===== config.mk =====
export PLATFORM = sky130hd
export DESIGN_NAME = minhash_bottomk_sorter_flat
export DESIGN_NICKNAME = d
export VERILOG_FILES = /design/src/rtl/minhash_bottomk_sorter_if.sv /design/src/rtl/minhash_bottomk_sorter.sv /design/src/flat_wrapper.sv
export SDC_FILE = /design/constraint.sdc
export NUM_CORES = 1
export LEC_CHECK = 0
export ABC_AREA = 1
export ABC_CLOCK_PERIOD_IN_PS = 5300
export BUFFER_PORTS_ARGS = -buffer_cell sky130_fd_sc_hd__buf_2
export CORE_MARGIN = 2
export CORE_UTILIZATION = 50
export CTS_CLUSTER_DIAMETER = 120
export DETAILED_ROUTE_END_ITERATION = 16
export PLACE_DENSITY_LB_ADDON = 0.12
export RECOVER_POWER = 25
export SYNTH_ARGS = -nofsm -noshare
export SYNTH_HDL_FRONTEND = slang
export SYNTH_SLANG_ARGS = --single-unit

===== constraint.sdc =====
create_clock -name clk -period 5.3 [get_ports clk]
set_input_delay 0.795 -clock clk [delete_from_list [all_inputs] [get_ports clk]]
set_output_delay 0.795 -clock clk [all_outputs]
set_load 0.005 [all_outputs]

===== src/rtl/minhash_bottomk_sorter_if.sv =====
// Stream bundle between hasher, bottom-K sorter and extender.
// Input beats carry signature/index; output beats carry the sorted sketch.
interface minhash_bottomk_sorter_if #(
  parameter int SIG_W = 32,
  parameter int IDX_W = 8,
  parameter int CNT_W = 3
);
  logic             in_valid;
  logic             in_ready;
  logic [SIG_W-1:0] in_signature;
  logic [IDX_W-1:0] in_index;
  logic             in_last;
  logic             out_valid;
  logic             out_ready;
  logic [SIG_W-1:0] out_signature;
  logic [IDX_W-1:0] out_index;
  logic             out_last;
  logic [CNT_W-1:0] out_count;

  modport master (
    output in_valid, in_signature, in_index, in_last,
    input  in_ready,
    input  out_valid, out_signature, out_index, out_last, out_count,
    output out_ready
  );

  modport slave (
    input  in_valid, in_signature, in_index, in_last,
    output in_ready,
    output out_valid, out_signature, out_index, out_last, out_count,
    input  out_ready
  );
endinterface


===== src/rtl/minhash_bottomk_sorter.sv =====
// Bottom-K minhash sketch: keeps the K smallest signatures of a fragment
// sorted ascending, then drains them in order at fragment end.
module minhash_bottomk_sorter #(
  parameter int SIG_W = 32,
  parameter int IDX_W = 8,
  parameter int K     = 4,
  parameter int DEDUP = 1,
  parameter int CNT_W = $clog2(K+1)
) (
  input logic                  clk,
  input logic                  rst_n,
  minhash_bottomk_sorter_if.slave bus
);

  typedef enum logic {COLLECT, DRAIN} state_t;

  state_t           state;
  logic             rdy_q;
  logic [CNT_W-1:0] cnt_q;

  logic [K-1:0]     vld_q, vld_d, vld_dn, vld_up;
  logic [SIG_W-1:0] sig_q [K];
  logic [SIG_W-1:0] sig_d [K];
  logic [SIG_W-1:0] sig_dn [K];
  logic [SIG_W-1:0] sig_up [K];
  logic [IDX_W-1:0] idx_q [K];
  logic [IDX_W-1:0] idx_d [K];
  logic [IDX_W-1:0] idx_dn [K];
  logic [IDX_W-1:0] idx_up [K];

  logic [CNT_W-1:0] pos;
  logic             hit;
  logic             acc;
  logic             ins;
  logic             hs;

  always_comb begin
    pos = '0;
    hit = 1'b0;
    for (int i = 0; i < K; i++) begin
      if (vld_q[i] && sig_q[i] <= bus.in_signature)
        pos = pos + CNT_W'(1);
      if (vld_q[i] && sig_q[i] == bus.in_signature)
        hit = 1'b1;
    end
    acc = bus.in_valid && rdy_q;
    ins = acc && (pos != CNT_W'(K))
        && !((DEDUP != 0) && hit);
    hs  = (state == DRAIN) && bus.out_ready;

    // dn: slots shifted toward the tail, up: toward slot 0
    sig_dn[0] = '0;
    idx_dn[0] = '0;
    vld_dn[0] = 1'b0;
    for (int i = 1; i < K; i++) begin
      sig_dn[i] = sig_q[i-1];
      idx_dn[i] = idx_q[i-1];
      vld_dn[i] = vld_q[i-1];
    end
    sig_up[K-1] = '0;
    idx_up[K-1] = '0;
    vld_up[K-1] = 1'b0;
    for (int i = 0; i < K-1; i++) begin
      sig_up[i] = sig_q[i+1];
      idx_up[i] = idx_q[i+1];
      vld_up[i] = vld_q[i+1];
    end

    vld_d = vld_q;
    for (int i = 0; i < K; i++) begin
      sig_d[i] = sig_q[i];
      idx_d[i] = idx_q[i];
    end

    if (ins) begin
      for (int i = 0; i < K; i++) begin
        if (CNT_W'(i) == pos) begin
          sig_d[i] = bus.in_signature;
          idx_d[i] = bus.in_index;
          vld_d[i] = 1'b1;
        end else if (CNT_W'(i) > pos) begin
          sig_d[i] = sig_dn[i];
          idx_d[i] = idx_dn[i];
          vld_d[i] = vld_dn[i];
        end
      end
    end else if (hs) begin
      vld_d = vld_up;
      for (int i = 0; i < K; i++) begin
        sig_d[i] = sig_up[i];
        idx_d[i] = idx_up[i];
      end
      if (cnt_q == CNT_W'(1))
        vld_d = '0;
    end
  end

  always_ff @(posedge clk or negedge rst_n) begin
    if (!rst_n) begin
      state <= COLLECT;
      rdy_q <= 1'b0;
      cnt_q <= '0;
      vld_q <= '0;
      for (int i = 0; i < K; i++) begin
        sig_q[i] <= '0;
        idx_q[i] <= '0;
      end
    end else begin
      vld_q <= vld_d;
      for (int i = 0; i < K; i++) begin
        sig_q[i] <= sig_d[i];
        idx_q[i] <= idx_d[i];
      end
      case (state)
        COLLECT: begin
          rdy_q <= 1'b1;
          if (ins && cnt_q != CNT_W'(K))
            cnt_q <= cnt_q + CNT_W'(1);
          if (acc && bus.in_last) begin
            state <= DRAIN;
            rdy_q <= 1'b0;
          end
        end
        DRAIN: begin
          if (hs) begin
            cnt_q <= cnt_q - CNT_W'(1);
            if (cnt_q == CNT_W'(1)) begin
              state <= COLLECT;
              rdy_q <= 1'b1;
            end
          end
        end
        default: state <= COLLECT;
      endcase
    end
  end

  assign bus.in_ready      = rdy_q;
  assign bus.out_valid     = (state == DRAIN);
  assign bus.out_last      = (state == DRAIN)
                           && (cnt_q == CNT_W'(1));
  assign bus.out_signature = sig_q[0];
  assign bus.out_index     = idx_q[0];
  assign bus.out_count     = cnt_q;

endmodule


===== src/flat_wrapper.sv =====
// flat-port wrapper written by rule: the top's interface ports become plain ports
module minhash_bottomk_sorter_flat 
#(
  parameter int SIG_W = 32,
  parameter int IDX_W = 8,
  parameter int K     = 4,
  parameter int DEDUP = 1,
  parameter int CNT_W = $clog2(K+1)
)
  (clk, rst_n, bus_in_valid, bus_in_signature, bus_in_index, bus_in_last, bus_in_ready, bus_out_valid, bus_out_signature, bus_out_index, bus_out_last, bus_out_count, bus_out_ready);
  minhash_bottomk_sorter_if #(.SIG_W(SIG_W), .IDX_W(IDX_W), .CNT_W(CNT_W)) bus_i ();
  input logic clk;
  input logic rst_n;
  input wire logic [$bits(bus_i.in_valid)-1:0] bus_in_valid;
  input wire logic [$bits(bus_i.in_signature)-1:0] bus_in_signature;
  input wire logic [$bits(bus_i.in_index)-1:0] bus_in_index;
  input wire logic [$bits(bus_i.in_last)-1:0] bus_in_last;
  output wire logic [$bits(bus_i.in_ready)-1:0] bus_in_ready;
  output wire logic [$bits(bus_i.out_valid)-1:0] bus_out_valid;
  output wire logic [$bits(bus_i.out_signature)-1:0] bus_out_signature;
  output wire logic [$bits(bus_i.out_index)-1:0] bus_out_index;
  output wire logic [$bits(bus_i.out_last)-1:0] bus_out_last;
  output wire logic [$bits(bus_i.out_count)-1:0] bus_out_count;
  input wire logic [$bits(bus_i.out_ready)-1:0] bus_out_ready;
  assign bus_i.in_valid = bus_in_valid;
  assign bus_i.in_signature = bus_in_signature;
  assign bus_i.in_index = bus_in_index;
  assign bus_i.in_last = bus_in_last;
  assign bus_in_ready = bus_i.in_ready;
  assign bus_out_valid = bus_i.out_valid;
  assign bus_out_signature = bus_i.out_signature;
  assign bus_out_index = bus_i.out_index;
  assign bus_out_last = bus_i.out_last;
  assign bus_out_count = bus_i.out_count;
  assign bus_i.out_ready = bus_out_ready;
  minhash_bottomk_sorter #(.SIG_W(SIG_W), .IDX_W(IDX_W), .K(K), .DEDUP(DEDUP), .CNT_W(CNT_W)) u_core (.clk(clk), .rst_n(rst_n), .bus(bus_i));
endmodule

# [Yosys cells after proc, flatten, opt, wreduce, memory -nomap -nowiden]
# Cells that the tools add are included.
# Widths: inputs -> output; s select.
[totals] output_inout_bits=46 inputBits=45 reg_bits=169
[op_classes] bitwise=1 reduce_logical=24 addsub=5 n_mux=50 order_cmp=8 n_eq_ne=17
[ops] operator="$mux 32" count=10
[ops] operator="$mux 128" count=2
[ops] operator="$eq 32x32->1" count=4
[ops] operator="$le 32x32->1" count=4
[ops] operator="$mux 8" count=8
[ops] operator="$mux 1" count=19
[ops] operator="$mux 3" count=6
[ops] operator="$ne 3x3->1 const B" count=6
[ops] operator="$logic_and 1x1->1" count=15
[ops] operator="$reduce_and 2->1" count=6
[ops] operator="$add 3x1->3 const B" count=3
[ops] operator="$mux 4" count=2
[ops] operator="$eq 2x3->1 const A" count=2
[ops] operator="$gt 1x3->1 const A" count=2
[ops] operator="$gt 2x3->1 const A" count=2
[ops] operator="$pmux 3 s2" count=1
[ops] operator="$ne 2x2->1 const B" count=2
[ops] operator="$pmux 1 s2" count=2
[ops] operator="$eq 1x3->1 const A" count=1
[ops] operator="$eq 3x1->1 const B" count=1
[ops] operator="$logic_not 3->1" count=1
[ops] operator="$sub 3x1->3 const B" count=1
[ops] operator="$add 1x1->2 const B" count=1
[ops] operator="$ne 2x1->1 const B" count=1
[ops] operator="3 further kinds" count=3

# [Depth between registers and ports, before layout]
# Gate-level depths: netlist of run 1.
[depth] ltp_word=15 mapped_depth=31 depth_no_buf=29

# [Worst setup path before layout of run 1]
# OpenSTA, ideal clock, no wires.
[synth_timing] path_type="input -> register" start="input bus_in_signature[21]" end="register u_core.idx_q (netlist bit u_core.idx_dn[0])" setup_time_ps=117 slack_ps=1479 required_ps=5183 arrival_ps=3704 stages=25 cell_sequence="inv_1 -> ha_1 -> a21oi_1 -> nor2_1 -> a211oi_1 -> a21oi_1 -> a2111oi_0 -> nand3_1 -> nand2_1 -> ha_1 -> nand3_1 -> nand2_1 -> ha_1 -> inv_1 -> nand2_1 -> nand2_2 -> nand2_2 -> nand2_4 -> nand2_4 -> inv_2 -> buf_6 -> buf_6 -> nand2_1 -> nand3_1 -> nand2_1"
[synth_between] elab_chain_len=14 word_cells_on_any_way=38 cone_classes="add/sub (3); order compare (5); eq/ne (7); mux (10); reduce/logical (13)"
[synth_lines] item="from (decl)" line_no="flat_wrapper.sv:15" rtl="input wire logic [$bits(bus_i.in_signature)-1:0] bus_in_signature;"
[synth_lines] item="branches (longest 14 deep; another with $le 32x32->1)"
[synth_lines] item="to (signal, indexed assignment)" line_no="minhash_bottomk_sorter.sv:112" rtl="idx_q[i] <= idx_d[i];"
[synth_lines] item="to (decl)" line_no="minhash_bottomk_sorter.sv:26" rtl="logic [IDX_W-1:0] idx_q [K];"
# Several ways; the timed one is not identified.
# A chain may end at the register's enable or synchronous reset.

# [Worst setup path in the final report of run 1]
[layout_timing] start="input bus_in_signature[19]" end="register u_core.sig_q (netlist bit u_core.sig_dn[42])"
[layout_between] elab_chain_len=14 word_cells_on_any_way=38 cone_classes="add/sub (3); order compare (5); eq/ne (7); mux (10); reduce/logical (13)"
[layout_lines] item="branches (longest 14 deep; another with $le 32x32->1)"
[layout_lines] item="to (signal, indexed assignment)" line_no="minhash_bottomk_sorter.sv:111" rtl="sig_q[i] <= sig_d[i];"
[layout_lines] item="to (decl)" line_no="minhash_bottomk_sorter.sv:22" rtl="logic [SIG_W-1:0] sig_q [K];"
# Several ways; the timed one is not identified.

==> results of run 1 <==
## critical path, cell delays in order
cell and delay, ps:
buf_2 120, inv_1 170, ha_1 280, a21oi_1 200, o21ai_0 130, nand2_1 130, a21oi_1 150, a2111oi_1 830
nand3_1 150, nand2_1 170, ha_1 290, nand3_1 140, nand2_1 70, ha_1 280, inv_1 50, nand2_1 50
nand2_2 170, buf_4 390, nand2_1 120, nand2_2 140, inv_2 70, buf_4 220, nand2_1 90, nand2_1 60
## cells in the final DEF (no fill, tap or decap), drive strengths merged, types with 3 or more instances in the layout
cell    synthesis  layout
dfrtp         169     169
nand4          93      93
a21oi          58      58
ha            137     137
o21ai         102     102
nor4            5       5
inv           172     179
nor3            3       3
nor2           42      42
clkinv          0       8
a21o            3       3
buf           104     131
clkbuf         39      17
nand2         835     835
nand3         196     196
## cell type report
type                    count  area, um^2  share of cell area, %
inverters                 172         647                   4.49
clock buffers              17         425                   2.95
flip-flops and latches    169        4230                   29.3
repair buffers            132         818                   5.67
multi-input cells        1492        7710                   53.5
clock inverters            15         174                   1.21
well taps                 335         419                   2.91
## cells by family (layout without fill, tap and decap cells)
logic type                 Yosys count  count (layout)  synth area share, %
xor gates and xnor gates             3               3                0.196
AOI/OAI and AO/OA                  176             176                 6.90
buffers and inverters              315             336                 11.1
adders and majority gates          137             137                 12.8
and+or+nand+nor                   1176            1176                 37.5
DFF                                169             169                 31.5
## per-layer routing
metal / global-route usage (%) / up-vias / wire, um
met4: 8.92 / 0 / 874
li1: - / 6406 / -
met5: 0 / - / 0
met3: 5.27 / 68 / 3550
met1: 43.5 / 6102 / 19000
met2: 50.3 / 554 / 19600
## repair_timing
item	4_1_cts	5_1_grt
setup buffers	0	0
gates resized for setup	0	1
hold endpoints to repair	0	0
endpoints found under the setup margin	0	142
## through the flow
step | TNS (ps) | area, um^2 | setup slack (ps)
after global routing | -4.74 | 14400 | -3.96
after global placement | -22120 | 13800 | -220
after detailed placement | -23390 | 13800 | -228
final | 0 | 14400 | 348
after CTS | 0 | 14400 | 235
after floorplan | 0 | 13400 | 1480
## final timing paths
path	from	end	depth (start not counted)
setup / recovery	bus_in_signature[19]	u_core.sig_dn[42]	24
hold / removal	u_core.bus.out_index[2]	u_core.bus.out_index[2]	2
setup reg to reg	u_core.bus.out_signature[19]	u_core.sig_dn[42]	22
hold reg to reg	u_core.bus.out_index[2]	u_core.bus.out_index[2]	2
max in group asynchronous	rst_n	u_core.bus.out_index[1]	2
min in group asynchronous	rst_n	u_core.bus.out_signature[18]	2
## registers in the layout (all words and copies together), names as in the netlist
register / cells
u_core.sig_q: 32
u_core.bus.in_ready: 1
u_core.bus.out_valid: 1
u_core.sig_dn: 64
u_core.bus.out_signature: 32
u_core.idx_q: 8
u_core.bus.out_count: 3
u_core.vld_q: 4
u_core.idx_dn: 16
u_core.bus.out_index: 8
==> impl_metrics.py, run 1 <==
metrics = {
    "cells_and_area": {
        "drive_gt1_share_pct": 9.81,
        "fin_nets": 2166,
        "antennaDiodeCount": 0,
        "area_growth_pct": 7.54,
        "fill_cells": 2600,
        "stdcell_count": 2332,
        "fin_util_pct": 55.0,
    },
    "die": {
        "chipWidth_um": 168,
        "rows": 59,
        "num_io_pins": 91,
        "core-area_um2": 26200,
        "die_h_um": 168,
        "initial_utilization_pct": 51.2,
        "dieArea_um2": 28100,
    },
    "sta": {
        "slew_violations": 170,
        "min_period_ps": 4950,
        "finalHoldViolCount": 0,
        "fin_crit_sh_pct": 93.4,
        "setup_viol_count_final": 0,
        "whs_ps": 506,
        "slew_headroom_pct": -167,
        "fin_worst_skew_ps": 20.6,
        "fmax_mhz": 202,
        "tightest_slew_ps": 4010,
    },
    "detailed_routing": {
        "wl_per_cell_um": 18.4,
        "drt_iter0_drc": 1041,
        "vias_per_cell": 5.63,
        "antenna_left": 0,
        "drc": 0,
        "vias": 13130,
        "wirelength_um": 43000,
        "drt_pass1_iterations": 6,
    },
    "placed_design": {
        "place_inst": 2300,
        "routabilityCongestion": 0.924,
        "io_buffers": 90,
        "dpl.hpwl_um": 27800,
    },
    "setup_path": {
        "required_ps": 5630,
        "crit_path_end_kind": "register",
        "cp-start-kind": "input pin",
        "r2r_setup_slack_ps": 530,
        "worstPathArrival_ps": 5280,
        "crit_type": "in -> reg",
        "critical_path.max_fanout": 23,
    },
    "cts": {
        "cts.clk_slew.worst_paths_ps": 90,
        "cts_tree": "done",
        "clock-root-buffer": "clkbuf_16",
        "clockBufferDepth": 2,
        "htreeDepth": 4,
        "holdBufCountCts": 0,
        "cts-buffers-inserted": 17,
        "cts.sinks": 169,
        "clk_latency_ps": 450,
    },
    "yosys": {
        "async_reset_ff_share_pct": 100,
        "ys_top_cells_by_count": "nand2_1, nand3_1, dfrtp_1",
        "ys_ff_latch": 169,
        "synth_nets": 2158,
        "synthFlopType": "dfrtp_1",
        "ys_top_cells_by_area": "dfrtp_1, nand2_1, ha_1",
        "yosysSeqAreaShare_pct": 31.5,
        "syn_avg_cell_area_um2": 6.79,
        "yosys.cell_types.count": 41,
        "synth-edff-count": 0,
        "yosysWarnings": 0,
        "synth_most_common_cell": "nand2_1",
        "yosysTopAreaCellShare_pct": 31.5,
        "syn_area_um2": 13400,
        "yosys.area.top_type": "dfrtp_1",
        "syn_inst": 1976,
    },
    "global_routing": {
        "track_usage_pct": 31.3,
        "grt_pass1_wl_um": 69400,
        "grt_pass1_vias": 12539,
        "overflow": 0,
        "antenna_found_initial": 0,
        "grt_max_degree": 170,
    },
    "hold_path": {
        "worst_hold_path_type": "reg -> reg",
    },
    "outcome": {
        "outcome": "finished, violations left",
        "violations": "max-capacitance violations, max-slew violations",
    },
    "flow_run": {
        "cap_violations": 1,
    },
}
Power of run 1 is left out: the tool's default activity adds up to more than one toggle a clock period on the data nets, which glitch-free logic cannot reach.
==> run 2: changes to the inputs <==
- BUFFER_PORTS_ARGS: -buffer_cell sky130_fd_sc_hd__buf_2 -> -buffer_cell sky130_fd_sc_hd__buf_4
- CTS_CLUSTER_DIAMETER: 120 -> default
==> impl_metrics.py, run 2 (same netlist as run 1, synthesis figures left out) <==
metrics = {
    "outcome": {
        "outcome": "finished, violations left",
        "violations": "max-capacitance violations, max-slew violations",
    },
    "cells_and_area": {
        "mostFrequentLayoutCell": "nand2_1",
        "largest_register_ffs": 64,
        "seqCellArea_um2": 4230,
        "final_area_um2": 14700,
        "stdcell_count": 2332,
        "area_growth_pct": 9.87,
        "multi_input_area_um2": 7710,
        "most-common-layout-cells": "nand2_1, nand3_1, dfrtp_1",
        "fill_cells": 2543,
        "drive_gt1_share_pct": 9.76,
        "antennaDiodeCount": 0,
        "fin_util_pct": 56.2,
        "fin_nets": 2166,
    },
    "placed_design": {
        "dpl.hpwl_um": 28400,
        "place_inst": 2300,
        "io_buffers": 90,
        "place_area_um2": 14100,
        "routabilityCongestion": 0.905,
        "preCtsSetupSlack_ps": -253,
    },
    "hold_path": {
        "worst_hold_path_type": "reg -> reg",
        "hold_start": "u_core.bus.out_index[5]",
        "whs_path_depth": 2,
        "hold_end": "u_core.bus.out_index[5]",
    },
    "power_and_ir_drop": {
        "p_leak_nw": 8.16,
        "p_seq_share_pct": 21.0,
        "power.switching_w": 0.00628,
        "comb_power_share_pct": 67.2,
        "peakVddDrop_mv": 0.682,
        "p_int_w": 0.00484,
        "p_sw_share_pct": 56.5,
        "clkPwrFrac_pct": 11.9,
        "power_density_nw_per_um2": 755,
    },
    "detailed_routing": {
        "vias": 13340,
        "drc": 0,
        "wl_per_cell_um": 18.6,
        "drt_iter0_drc": 1230,
        "wirelength_um": 43500,
        "vias_per_cell": 5.72,
        "drt_pass1_iterations": 7,
        "antenna_left": 0,
    },
    "setup_path": {
        "worstPathArrival_ps": 5300,
        "critical_path.max_fanout": 33,
        "crit_path_end_kind": "register",
        "required_ps": 5680,
        "rr_endpoint": "u_core.sig_dn[57]",
        "crit_type": "in -> reg",
        "r2r_setup_slack_ps": 540,
        "r2r_cells": 25,
        "rr_startpoint": "u_core.bus.out_signature[21]",
        "cp-start-kind": "input pin",
    },
    "sta": {
        "layout_setup_ws_ps": 381,
        "fin_crit_sh_pct": 92.8,
        "setup_viol_count_final": 0,
        "tightest_slew_ps": 3940,
        "whs_ps": 512,
        "slew_violations": 80,
        "finalHoldViolCount": 0,
        "slew_headroom_pct": -163,
        "min_period_ps": 4920,
        "fin_worst_skew_ps": 20.7,
        "fmax_mhz": 203,
        "rsz0062_at_grt": "false",
    },
    "cts": {
        "cts_tree": "done",
        "cts.clk_slew.worst_paths_ps": 70,
        "clockBufferDepth": 2,
        "cts-buffers-inserted": 17,
        "cts.sinks": 169,
        "clk_latency_ps": 450,
        "clock-root-buffer": "clkbuf_16",
        "htreeDepth": 4,
        "post_cts_buffers": 0,
    },
    "die": {
        "initial_utilization_pct": 51.2,
        "num_io_pins": 91,
        "chipWidth_um": 168,
        "rows": 59,
        "core-area_um2": 26200,
        "die_h_um": 168,
        "dieArea_um2": 28100,
    },
    "global_routing": {
        "grt_pass1_vias": 12769,
        "antenna_found_initial": 0,
        "overflow": 0,
        "track_usage_pct": 31.2,
        "grt_pass1_wl_um": 69300,
        "grt_max_degree": 80,
    },
    "flow_run": {
        "cap_violations": 1,
    },
}
## run 2: changes by cell type in the layout (fill, tap and decap cells not counted), moves of 2 or more
cell	before	now
clkinvlp_4	0	3
clkinv_8	4	2
buf_12	4	11
buf_4	37	119
clkinv_4	3	1
buf_2	90	0
## run 2: stage by stage
| step | total power [W] | setup TNS (ps) |
|---|---|---|
| 4_1_cts | 0.0110 | 0 |
| 3_3_place_gp | 0.00954 | -6750 |
| 5_1_grt | 0.0120 | 0 |
| 6_report | 0.0111 | 0 |
| 2_1_floorplan | 0.00728 | 0 |
| 3_5_place_dp | 0.00967 | -10280 |
## run 2: power by group through the flow
stage               Combinational (W)  Sequential (W)  Clock, W
floorplan                     0.00511         0.00217         0
global placement              0.00721         0.00233         0
detailed placement            0.00733         0.00234         0
CTS                           0.00737         0.00232   0.00134
global route                  0.00825         0.00238   0.00139
finish                        0.00747         0.00233   0.00132
## run 2: worst max-delay path, stage by stage
cell and delay, ps:
buf_4 120, inv_1 160, ha_1 280, a21oi_1 140
nor2_1 60, a211oi_1 350, a21oi_1 160, a2111oi_1 530
nand3_1 150, nand2_1 150, ha_1 290, inv_1 90
nand2_1 80, nand2_1 70, ha_1 170, inv_1 40
a21oi_1 110, nand2_1 80, nand2_2 130, buf_4 440
nand3_2 130, buf_4 300, nand2_1 110, nand3_1 120
nand2_1 90, nand2_1 50, nand2_1 50
## run 2: routing by layer
metal,GRT usage [%],vias up,wire length [um]
met3,3.36,67,3250
met1,42.8,6316,19100
li1,-,6405,-
met5,0,-,0
met2,51.7,552,20300
met4,10.4,0,869
## run 2: worst max-delay path by stage
stage                               from                            to  slack (ps)  cells past startpoint
floorplan           bus_in_signature[21]              u_core.idx_dn[0]        1480                     25
global placement    bus_in_signature[21]  u_core.bus.out_signature[15]        -170                     24
detailed placement  bus_in_signature[21]  u_core.bus.out_signature[16]        -250                     24
CTS                 bus_in_signature[21]  u_core.bus.out_signature[16]         190                     24
global route        bus_in_signature[21]               u_core.idx_q[4]          40                     25
finish              bus_in_signature[21]             u_core.sig_dn[57]         380                     27
## run 2: cell type report
class                           instances  share of cell area [%]
Tap cell                              335                    2.84
Timing Repair Buffer                  132                    7.68
Clock inverter                         15                    1.18
Sequential cell                       169                    28.7
Inverter                              172                    4.41
Clock buffer                           17                    2.89
Multi-Input combinational cell       1492                    52.3
## run 2: what timing repair did
action	4_1_cts	5_1_grt
hold buffers	0	0
gates resized for setup	0	3
endpoints found under the setup margin	0	110
No activity file was read; power rests on OpenSTA's default activity.
==> run 3: changes to the inputs <==
- MAX_ROUTING_LAYER: default -> met4
==> impl_metrics.py, run 3 (same netlist as run 1, synthesis figures left out) <==
metrics = {
    "placed_design": {
        "io_buffers": 90,
        "routabilityCongestion": 0.887,
        "dpl.hpwl_um": 28000,
    },
    "cts": {
        "cts_tree": "done",
        "post_cts_buffers": 0,
        "cts-buffers-inserted": 17,
        "htreeDepth": 4,
        "cts.sinks": 169,
        "clk_latency_ps": 440,
        "clock-root-buffer": "clkbuf_16",
        "ctsResizeCount": 0,
        "holdBufCountCts": 0,
        "cts.clk_slew.worst_paths_ps": 70,
        "clockBufferDepth": 2,
    },
    "sta": {
        "slew_violations": 130,
        "setup_viol_count_final": 0,
        "min_period_ps": 4930,
        "fin_crit_sh_pct": 93.0,
        "tightest_slew_ps": 2550,
        "finalHoldViolCount": 0,
        "fin_worst_skew_ps": 21.3,
        "fmax_mhz": 203,
        "finalSetupTns_ps": 0,
        "whs_ps": 510,
        "slew_headroom_pct": -70.2,
        "rsz0062_at_grt": "false",
    },
    "outcome": {
        "violations": "max-capacitance violations, max-slew violations",
        "outcome": "finished, violations left",
    },
    "power_and_ir_drop": {
        "peakVddDrop_mv": 0.949,
        "p_leak_nw": 8.16,
        "power_density_nw_per_um2": 756,
    },
    "setup_path": {
        "r2r_setup_slack_ps": 550,
        "worst_path_max_delay_cell": "a2111oi_1",
        "cp.depth": 28,
        "crit_end": "u_core.sig_dn[31]",
        "worstSetupStartpoint": "bus_in_signature[21]",
        "crit_path_end_kind": "register",
        "rr_endpoint": "u_core.sig_dn[31]",
        "r2r_cells": 26,
        "crit_family": "simple AND/OR/NAND/NOR gates",
        "worst-path-buf-inv": 7,
        "worstPathArrival_ps": 5250,
        "rr_startpoint": "u_core.bus.out_signature[21]",
        "critical_path.max_fanout": 59,
        "crit_type": "in -> reg",
        "required_ps": 5620,
        "crit_top_cell": "nand2_1",
        "cp_slowest_stage_delay_ps": 620,
        "cp-start-kind": "input pin",
    },
    "hold_path": {
        "worst_hold_path_type": "reg -> reg",
    },
    "global_routing": {
        "track_usage_pct": 32.1,
        "grt_pass1_vias": 12924,
        "grt_pass1_wl_um": 69200,
        "top_usage_layer": "met2",
        "use_met3_pct": 4.21,
        "overflow": 0,
        "antenna_found_initial": 0,
        "grt_use_met2_pct": 50.6,
        "gr-usage-met1_pct": 42.0,
        "grt_max_degree": 94,
    },
    "cells_and_area": {
        "fill_cells": 2556,
        "drive_gt1_share_pct": 9.67,
        "mostFrequentLayoutCell": "nand2_1",
        "area_growth_pct": 9.72,
        "fin_nets": 2164,
        "most-common-layout-cells": "nand2_1, nand3_1, dfrtp_1",
        "antennaDiodeCount": 0,
        "largest_register_ffs": 64,
    },
    "die": {
        "core-area_um2": 26200,
        "dieArea_um2": 28100,
        "die_h_um": 168,
        "initial_utilization_pct": 51.2,
        "num_io_pins": 91,
        "rows": 59,
        "chipWidth_um": 168,
    },
    "detailed_routing": {
        "vias": 13280,
        "wl_per_cell_um": 18.6,
        "drc": 0,
        "drt_pass1_iterations": 5,
        "drt_iter0_drc": 1377,
        "vias_per_cell": 5.70,
        "wirelength_um": 43400,
        "antenna_left": 0,
    },
    "flow_run": {
        "cap_violations": 2,
    },
}
==> run 3: cell types whose count changed in the layout (fill, tap and decap cells not counted), moves of 2 or more <==
cell,delta
clkinv_4,+2
buf_12,-2
clkinvlp_4,-3
inv_6,-3
clkinv_8,+3
==> run 3: area by class of cell <==
| class | count | area [um^2] | share of cell area [%] |
|---|---|---|---|
| multi-input combinational | 1492 | 7710 | 52.4 |
| sequential | 169 | 4230 | 28.7 |
| inverter | 172 | 649 | 4.41 |
| clock buffer | 17 | 425 | 2.89 |
| clock inverter | 15 | 203 | 1.38 |
| tap | 335 | 419 | 2.85 |
| timing repair buffer | 130 | 1080 | 7.35 |
==> run 3: worst min-delay path by stage <==
stage,from,to,cells after the start
floorplan,u_core.idx_dn[8],u_core.idx_dn[8],2
detailed placement,u_core.sig_dn[0],u_core.sig_dn[0],2
global placement,u_core.idx_dn[3],u_core.idx_dn[3],2
CTS,rst_n,u_core.bus.out_signature[15],1
finish,u_core.sig_dn[0],u_core.sig_dn[0],2
global route,u_core.idx_dn[9],u_core.idx_dn[9],2
==> run 3: tightest hold or removal path: stages (launching register included) <==
cell and delay, ps:
dfrtp_1 370, nand2_1 60, nand2_1 50
==> run 3: per-layer routing <==
layer | routed length [um] | up-vias
li1 | - | 6412
met1 | 18800 | 6196
met2 | 19900 | 579
met3 | 3260 | 93
met4 | 1450 | 0
met5 | 0 | -
==> run 3: metrics by stage <==
| step | setup WS, ps | power, W | instance area (um^2) | util, % | instances |
|---|---|---|---|---|---|
| after global placement | -139 | 0.00950 | 14100 | 53.8 | 2298 |
| after CTS | 295 | 0.0110 | 14700 | 56.2 | 2330 |
| final | 369 | 0.0111 | 14700 | 56.2 | 2330 |
| after detailed placement | -124 | 0.00962 | 14100 | 53.8 | 2298 |
| after global routing | 46.7 | 0.0120 | 14700 | 56.2 | 2330 |
| after floorplan | 1480 | 0.00728 | 13400 | - | 1976 |
==> run 3: power by group <==
group | internal (W) | switching, W | leakage, nW | total (W)
clock network | 0.000688 | 0.000652 | 0.305 | 0.00134
logic | 0.00230 | 0.00515 | 5.67 | 0.00746
registers | 0.00182 | 0.000496 | 2.19 | 0.00232
